`src/rtl/jk_bank_arbiter.sv`:
```
// jk_bank_arbiter: four requesters share a bank of JK bits.
// Requests are granted round-robin. Each granted {j,k} command is latched,
// applied to one bank bit, and acknowledged with a one-cycle pulse.
module jk_bank_arbiter #(
  parameter int BANK_W = 8,
  parameter int IDX_W  = 3
) (
  input  logic                 clk,
  input  logic                 rst,
  input  logic [3:0]           req,
  input  logic [7:0]           cmd,
  input  logic [4*IDX_W-1:0]   idx,
  output logic [3:0]           ack,
  output logic [BANK_W-1:0]    q,
  output logic                 busy
);

  typedef enum logic [0:0] {
    IDLE  = 1'b0,
    APPLY = 1'b1
  } state_t;

  state_t             state_r;
  state_t             state_nxt_s;
  logic [1:0]         ptr_r;
  logic [1:0]         win_r;
  logic [1:0]         jk_r;
  logic [IDX_W-1:0]   idx_r;
  logic [BANK_W-1:0]  q_r;
  logic [3:0]         ack_r;

  logic               launch_s;
  logic               finish_s;
  logic [1:0]         grant_s;
  logic               grant_found_s;
  logic [1:0]         cand_s;
  logic [BANK_W-1:0]  q_nxt_s;

  // Next value of one JK bit for a given {j,k} command.
  function automatic logic jk_next(input logic cur, input logic [1:0] jk);
    logic res;
    case (jk)
      2'b00:   res = cur;
      2'b01:   res = 1'b0;
      2'b10:   res = 1'b1;
      2'b11:   res = ~cur;
      default: res = cur;
    endcase
    return res;
  endfunction

  // State register; reset forces IDLE and abandons any command in flight.
  always_ff @(posedge clk) begin
    if (rst) begin
      state_r <= IDLE;
    end else begin
      state_r <= state_nxt_s;
    end
  end

  // Next-state logic: IDLE waits for any request, APPLY lasts exactly one cycle.
  always_comb begin
    state_nxt_s = state_r;
    launch_s    = 1'b0;
    finish_s    = 1'b0;
    case (state_r)
      IDLE: begin
        if (|req) begin
          state_nxt_s = APPLY;
          launch_s    = 1'b1;
        end else begin
          state_nxt_s = IDLE;
        end
      end
      APPLY: begin
        state_nxt_s = IDLE;
        finish_s    = 1'b1;
      end
      default: begin
        state_nxt_s = IDLE;
      end
    endcase
  end

  // Round-robin search starting at ptr_r; the first active request wins.
  always_comb begin
    grant_s       = 2'd0;
    grant_found_s = 1'b0;
    cand_s        = 2'd0;
    for (int i = 0; i < 4; i++) begin
      cand_s = ptr_r + 2'(i);
      if (!grant_found_s && req[cand_s]) begin
        grant_found_s = 1'b1;
        grant_s       = cand_s;
      end else begin
        grant_found_s = grant_found_s;
      end
    end
  end

  // Bank update: only the latched bit changes; an index past the bank matches nothing.
  always_comb begin
    q_nxt_s = q_r;
    for (int b = 0; b < BANK_W; b++) begin
      if (int'(idx_r) == b) begin
        q_nxt_s[b] = jk_next(q_r[b], jk_r);
      end else begin
        q_nxt_s[b] = q_r[b];
      end
    end
  end

  // Datapath: latch the winner at grant, apply and acknowledge on leaving APPLY.
  always_ff @(posedge clk) begin
    if (rst) begin
      ptr_r <= 2'd0;
      win_r <= 2'd0;
      jk_r  <= 2'b00;
      idx_r <= '0;
      q_r   <= '0;
      ack_r <= 4'b0000;
    end else begin
      ack_r <= 4'b0000;
      if (launch_s) begin
        win_r <= grant_s;
        jk_r  <= cmd[2*grant_s +: 2];
        idx_r <= idx[IDX_W*grant_s +: IDX_W];
      end else if (finish_s) begin
        q_r   <= q_nxt_s;
        ack_r <= 4'b0001 << win_r;
        ptr_r <= win_r + 2'd1;
      end else begin
        ptr_r <= ptr_r;
      end
    end
  end

  assign q    = q_r;
  assign ack  = ack_r;
  assign busy = (state_r == APPLY);

endmodule

```
`config.mk`:
```
export PLATFORM = sky130hd
export DESIGN_NAME = jk_bank_arbiter
export DESIGN_NICKNAME = d
export VERILOG_FILES = /design/src/rtl/jk_bank_arbiter.sv
export SDC_FILE = /design/constraint.sdc
export NUM_CORES = 1
export LEC_CHECK = 0
export CAP_MARGIN = 10
export CORE_MARGIN = 2
export CORE_UTILIZATION = 47
export DETAILED_ROUTE_END_ITERATION = 16
export HOLD_SLACK_MARGIN = 0.02
export MAX_ROUTING_LAYER = met4
export PLACE_DENSITY = 0.83
export SYNTH_ARGS = -nofsm -noshare
export SYNTH_HDL_FRONTEND = slang
export SYNTH_SLANG_ARGS = --single-unit
```
`constraint.sdc`:
```
create_clock -name clk -period 3.3 [get_ports clk]
set_input_delay 0.66 -clock clk [delete_from_list [all_inputs] [get_ports clk]]
set_output_delay 0.66 -clock clk [all_outputs]
set_load 0.05 [all_outputs]
```
==> results of run 1 <==
-- registers in the layout, indices dropped and copies added, names as in the netlist --
name,cells
win_r,2
ptr_r,2
jk_r,2
idx_r,3
busy,1
ack,4
q,8
-- how the worst max path moves through the flow --
stage	startpoint	endpoint	cells past startpoint
floorplan	req[0]	jk_r[0]	6
global placement	req[0]	jk_r[0]	6
detailed placement	req[0]	idx_r[0]	6
CTS	busy	busy	1
global route	busy	busy	1
finish	busy	busy	1
-- cell usage after synthesis (2+ instances only) --
master and number:
nand3_1 8, a211oi_1 2, buf_2 3, o21ai_1 2
o21ai_0 6, mux2i_1 12, nand2_1 10, nand2b_1 5
nand3b_1 5, a21oi_2 3, dfxtp_1 22, inv_1 4
nor2_1 12, clkbuf_1 2, a21oi_1 9, o221ai_1 5
-- layout make-up --
type	count	area, um2	share of cell area
well taps	28	35.03	0.02320
flip-flops and latches	22	440.4	0.2916
repair buffers	38	380.4	0.2519
multi-input cells	94	613.1	0.4060
inverters	5	18.77	0.01243
clock buffers	3	22.52	0.01491
-- routing by layer --
layer | GRT usage | up-vias | part of all wire | wire length (um)
met5 | - | - | 0 | 0
met1 | 0.2333 | 476 | 0.44 | 1103
met3 | 0.02857 | 2 | 0.055 | 138
met2 | 0.3417 | 32 | 0.50 | 1240
li1 | - | 526 | - | -
met4 | 0.05983 | 0 | 0.0056 | 14
-- power by group --
part	leakage, nW	internal (mW)	total, mW	switching [mW]
sequential	0.180	0.281	0.309	0.0277
combinational	0.330	0.0665	0.126	0.0597
clock	0.0138	0.0424	0.119	0.0765
total	0.523	0.390	0.554	0.164
-- cell families (layout without fill, tap and decap cells) --
| logic type | count (synthesis) | after routing | share of synthesized area |
|---|---|---|---|
| multiplexers | 12 | 12 | 0.1079 |
| AO/OA/AOI/OAI | 31 | 31 | 0.1944 |
| XOR/XNOR | 1 | 1 | 0.007867 |
| buffers and inverters | 12 | 46 | 0.05393 |
| flip-flops | 22 | 22 | 0.3955 |
| AND/OR/NAND/NOR | 50 | 50 | 0.2405 |
==> impl_metrics.ini, run 1 <==
[clock_network]
clock-root-buffer = clkbuf_4
cts.path.max_buffers = 2
cts_buffers = 3
clock_sinks = 22
cts_hold_buf = 0
cts_htree_levels = 1
cts_resized = 0
clk_pin_slew_ns = 0.12
insertion_delay_ns = 0.30
cts_setup_buffers = 0
cts_tree = built

[worst_setup_path]
timing.rr.end = jk_r[0]
critPathTopFamily = buffers and inverters
critPathRequiredTime_ns = 2.64
arrival_ns = 1.66
crit_path_max_incr_delay_ns = 0.87
ff2ff_path_depth = 5
critPathMaxFanout = 9
r2r_slack_ns = 1.61
end_kind = output pin
slowest_stage = clkdlybuf4s50_1
cp_cell_sequence = clkdlybuf4s50_1
setup.worst_path.start_class = flip-flop
critical_path_class = reg -> out
r2r-start = ptr_r[1]
crit_buf_inv = 1

[floorplan]
start_util = 0.4986
rows = 17
design.core.area_um2 = 2233
die_w_um = 52.68
io_pins = 39
fp.dieH_um = 52.68
dieArea_um2 = 2775

[sta]
setup_tns_ns = 0
worst_slew_margin_rel = 0.5120
hold_violations = 0
post-route-period-util = 0.7024
holdWs_ns = 0.5040
grt_setup_unrepaired = no
post-route-min-period_ns = 2.318
finClkSkew_ns = 0.01112
setup_violations = 0
setup_ws_ns = 0.9819
drv_slew = 0
tightestPinTransition_ns = 0.7297
fmaxAchievable_mhz = 431.4

[detailed_routing]
route.detailed.drc = 0
firstDrtPassIters = 4
drt_iter0_markers = 23
drt-total-wl_mm = 2.497
wl_per_cell_um = 13.14
via_per_inst = 5.453
num_vias = 1036
postRouteAntennaNets = 0

[synth]
yosysUniqueCellTypes = 34
synth_cells = 128
synth_top_area_frac = 0.3955
synth-seq-cells = 22
synth_fp_nets = 154
ys_seq_area_frac = 0.3955
synth_warnings = 0
synthTopCellsByArea = dfxtp_1 40%, mux2i_1 11%, a21oi_1 4.0%, nor2_1 4.0%, o221ai_1 3.9%
synth.largest_area_cell = dfxtp_1
synth-edff-count = 0
async_reset_ff_frac = 0
synth.cell_area_um2 = 1114
syn_area_per_cell_um2 = 8.700
synth_ff_type = dfxtp_1

[final_layout]
fill_cells = 194
post-route-util = 0.6762
area_delta_synth_final_pct = 35.62
instances_no_fill = 190
fin_area_um2 = 1510
nets = 190
layout_commonest_cell = clkdlybuf4s50_1
drive_above_1_share = 0.08025
diodes = 0
mostFrequentLayoutCells = 38 x clkdlybuf4s50_1, 22 x dfxtp_1, 12 x nor2_1, 12 x mux2i_1, 10 x nand2_1

[global_routing]
antenna_found_initial = 0
first_global_vias = 929
track_usage = 0.1965
grt_max_degree = 20
grt_first_pass_wirelength_mm = 4.015
gr-total-overflow = 0

[place]
gp_congestion = 0.7466
numPortBuffers = 38
dp.cells = 187
dpl_worst_slack_ns = 0.7984
dp.final_hpwl_mm = 1.887
place_area_um2 = 1488

[outcome]
status = complete, no violations

[hold_path]
min_from = q[3]
hold_end = q[3]
min_path_cells = 2
min_path_type = reg -> reg

[power_and_ir_drop]
finalPower_mw = 0.5543
p_per_area_nw_per_um2 = 367.1
leakagePower_nw = 0.5233
vdd_drop_max_uv = 206.8

[flow_run]
maxCapViolCount = 0
Note: power is estimated with default switching activity, not from simulation.
==> run 2, diff against run 1 <==
CORE_UTILIZATION = 44   (was 47)
PLACE_DENSITY = 0.78   (was 0.83)
clock period = 2.2 ns   (was 3.3 ns; I/O delays follow)
==> impl_metrics.ini, run 2 (synthesis results as in run 1) <==
[power_and_ir_drop]
finalPower_mw = 0.8890
vdd_drop_max_uv = 436.9
leakagePower_nw = 0.5442
p_per_area_nw_per_um2 = 572.1

[final_layout]
diodes = 0
fill_cells = 215
post-route-util = 0.6389
layout_commonest_cell = clkdlybuf4s50_1
mostFrequentLayoutCells = 38 x clkdlybuf4s50_1, 22 x dfxtp_1, 12 x nor2_1, 12 x mux2i_1, 10 x nand2_1
nets = 192
area_delta_synth_final_pct = 39.55
drive_above_1_share = 0.09697
largest_reg_flops = 8

[worst_setup_path]
critPathMaxFanout = 9
crit_buf_inv = 1
critPathRequiredTime_ns = 1.76
slowest_stage = clkdlybuf4s50_1
cp_cell_sequence = clkdlybuf4s50_1
end_kind = output pin
setup.worst_path.start_class = flip-flop
arrival_ns = 1.68
r2r_slack_ns = 0.71
crit_path_max_incr_delay_ns = 0.87
critical_path_class = reg -> out
critPathTopFamily = buffers and inverters

[sta]
setup_violations = 0
drv_slew = 0
fmaxAchievable_mhz = 472.2
post-route-period-util = 0.9627
grt_setup_unrepaired = no
worst_slew_margin_rel = 0.6680
hold_violations = 0
post-route-min-period_ns = 2.118
tightestPinTransition_ns = 0.4965
finClkSkew_ns = 0.01199
setup_ws_ns = 0.08204
setup_tns_ns = 0

[global_routing]
gr-total-overflow = 0
grt_max_degree = 13
track_usage = 0.1981
first_global_vias = 966
grt_first_pass_wirelength_mm = 4.188
antenna_found_initial = 0

[floorplan]
fp.dieH_um = 54.31
io_pins = 39
start_util = 0.4578
design.core.area_um2 = 2432
rows = 18
die_w_um = 54.31
dieArea_um2 = 2949

[outcome]
status = complete, no violations

[detailed_routing]
num_vias = 1044
via_per_inst = 5.354
wl_per_cell_um = 13.11
drt_iter0_markers = 16
drt-total-wl_mm = 2.556
postRouteAntennaNets = 0
firstDrtPassIters = 4
route.detailed.drc = 0

[clock_network]
cts.path.max_buffers = 2
clk_pin_slew_ns = 0.13
insertion_delay_ns = 0.31
cts_htree_levels = 1
cts_buffers = 3
cts_resized = 0
cts_tree = built
clock-root-buffer = clkbuf_4
clock_sinks = 22
cts_hold_buf = 0
cts_setup_buffers = 0

[place]
dp.final_hpwl_mm = 1.974
dpl_worst_slack_ns = 0.1795
gp_congestion = 0.8220
numPortBuffers = 38

[hold_path]
min_path_type = reg -> reg

[flow_run]
maxCapViolCount = 0
==> run 2: cell types whose count changed in the layout (fill, tap and decap cells not counted), sizes merged <==
cell	change
clkbuf	+1
buf	+2
==> run 2: final timing paths <==
check,start,to,cells past startpoint
worst max-delay path,busy,busy,1
worst min-delay path,q[4],q[4],2
worst max register to register,jk_r[1],q[0],5
worst min register to register,q[4],q[4],2
==> run 2: metrics by stage <==
step                cells  cell area [um2]  hold slack (ns)
finish                195             1554           0.5005
global placement      191             1518           0.4792
global route          195             1554           0.5300
floorplan             128             1114           0.4635
detailed placement    191             1518           0.4854
CTS                   195             1554           0.5029
==> run 2: power by group <==
part           leakage (nW)  switching, mW  internal, mW
Sequential            0.180         0.0429         0.422
Clock                0.0210          0.122         0.101
Combinational         0.344         0.0923         0.108
==> run 2: final cells by class <==
type,count,area (um2),area share
Inverter,5,18.77,0.01208
Tap cell,30,37.54,0.02415
Clock buffer,4,36.28,0.02335
Sequential cell,22,440.4,0.2834
Multi-Input combinational cell,94,613.1,0.3945
Timing Repair Buffer,40,407.9,0.2625
==> run 2: metal layers <==
layer,up-vias,global-route usage,routed length [um]
met5,-,-,0
met4,0,0.07917,19
met3,2,0.03005,92
met2,24,0.3193,1225
met1,486,0.2483,1220
li1,532,-,-
==> run 2: tightest hold or removal path, delay by kind of cell (launching register included) <==
kind | cells | cell delay, ns
flops | 1 | 0.34
compound gates | 1 | 0.06
simple gates | 1 | 0.07
==> run 3, diff against run 2 <==
CORE_MARGIN = 10   (was 2)
PLACE_DENSITY = 0.88   (was 0.78)
==> impl_metrics.ini, run 3 (synthesis results as in run 1) <==
[floorplan]
fp.dieH_um = 70.31
dieArea_um2 = 4943
die_w_um = 70.31
rows = 18
io_pins = 39
design.core.area_um2 = 2455
start_util = 0.4536

[final_layout]
mostFrequentLayoutCells = 38 x clkdlybuf4s50_1, 22 x dfxtp_1, 12 x nor2_1, 12 x mux2i_1, 10 x nand2_1
nets = 192
fill_cells = 221
multiInputGateArea_um2 = 613.1
layout_commonest_cell = clkdlybuf4s50_1
largest_reg_flops = 8
drive_above_1_share = 0.09697
area_delta_synth_final_pct = 41.01
diodes = 0
seqCellArea_um2 = 440.4

[worst_setup_path]
critPathMaxFanout = 9
cp_cell_sequence = clkdlybuf4s50_1
setup.worst_path.start_class = flip-flop
crit_path_max_incr_delay_ns = 0.87
arrival_ns = 1.69
critPathRequiredTime_ns = 1.76
end_kind = output pin
critical_path_class = reg -> out
crit_buf_inv = 1
critPathTopFamily = buffers and inverters
slowest_stage = clkdlybuf4s50_1

[clock_network]
clk_pin_slew_ns = 0.12
cts_tree = built
clock-root-buffer = clkbuf_4
insertion_delay_ns = 0.31
cts_setup_buffers = 0
cts_resized = 0
cts_hold_buf = 0
cts.path.max_buffers = 2
cts_htree_levels = 1
cts_buffers = 3
clock_sinks = 22

[sta]
finClkSkew_ns = 0.001216
post-route-min-period_ns = 2.127
worst_slew_margin_rel = 0.6614
hold_violations = 0
tightestPinTransition_ns = 0.5063
drv_slew = 0
fmaxAchievable_mhz = 470.0
holdWs_ns = 0.5094
setup_ws_ns = 0.07255
post-route-period-util = 0.9670
grt_setup_unrepaired = no
setup_violations = 0
setup_tns_ns = 0

[detailed_routing]
firstDrtPassIters = 4
top_layer = met4
drt-total-wl_mm = 2.848
dr_wl_met2_mm = 1.358
met3WireLength_um = 234
postRouteAntennaNets = 0
drt_iter0_markers = 47
wl_met1_mm = 1.184
num_vias = 1085
via_per_inst = 5.564
wl_per_cell_um = 14.61
route.detailed.drc = 0

[global_routing]
antenna_found_initial = 0
first_global_vias = 1083
track_usage = 0.1135
gr-total-overflow = 0
grt_first_pass_wirelength_mm = 4.747
grt_max_degree = 14

[hold_path]
min_path_type = reg -> reg

[place]
dp.final_hpwl_mm = 2.267
dpl_worst_slack_ns = 0.1779
gp_congestion = 0.7691
numPortBuffers = 38

[power_and_ir_drop]
vdd_drop_max_uv = 560.9
netSwitchingFraction = 0.2662
clkPwrFrac = 0.318
p_per_area_nw_per_um2 = 620.3
internal_power_mw = 0.7148
pwr-share-seq = 0.476
power_frac_comb = 0.206
leakagePower_nw = 0.5511
switchingPower_mw = 0.2592

[flow_run]
maxCapViolCount = 0

[outcome]
status = complete, no violations
-- run 3: per-stage QoR --
stage | util | total power, mW | cell area [um2] | cells
after floorplan | - | 0.5914 | 1114 | 128
after global routing | 0.6397 | 1.007 | 1570 | 195
final | 0.6397 | 0.9740 | 1570 | 195
after global placement | 0.6182 | 0.6629 | 1518 | 191
after CTS | 0.6397 | 0.9776 | 1570 | 195
after detailed placement | 0.6182 | 0.6712 | 1518 | 191
-- run 3: final timing paths --
check	startpoint	to	slack, ns	cells past startpoint
worst max register to register	jk_r[1]	q[0]	0.70	5
worst max-delay path	busy	busy	0.07	1
worst min register to register	q[6]	q[6]	0.51	2
worst min-delay path	q[6]	q[6]	0.51	2
-- run 3: power groups by stage --
| stage | clock [mW] | sequential, mW | combinational [mW] |
|---|---|---|---|
| final | 0.310 | 0.463 | 0.201 |
| after detailed placement | 0 | 0.471 | 0.201 |
| after floorplan | 0 | 0.467 | 0.124 |
| after global routing | 0.324 | 0.468 | 0.215 |
| after CTS | 0.314 | 0.462 | 0.201 |
| after global placement | 0 | 0.469 | 0.194 |
-- run 3: worst register-to-register path, cell delays in order, from the launching register on --
cell and delay (ns):
dfxtp_1 0.60, o21ai_1 0.12, or2_1 0.31, nor3_2 0.17
nand3_1 0.11, a21oi_2 0.14
-- run 3: layout make-up --
cell class                      count  area share
Clock buffer                        3     0.01434
Clock inverter                      1     0.01912
Multi-Input combinational cell     94      0.3904
Tap cell                           30     0.02390
Inverter                            5     0.01195
Timing Repair Buffer               40      0.2598
Sequential cell                    22      0.2805
-- run 3: per-layer routing --
metal  global-route usage  vias to the layer above
met4              0.05482                        0
met2               0.1866                       47
met3              0.04237                        6
met5                    -                        -
li1                     -                      532
met1               0.1165                      500
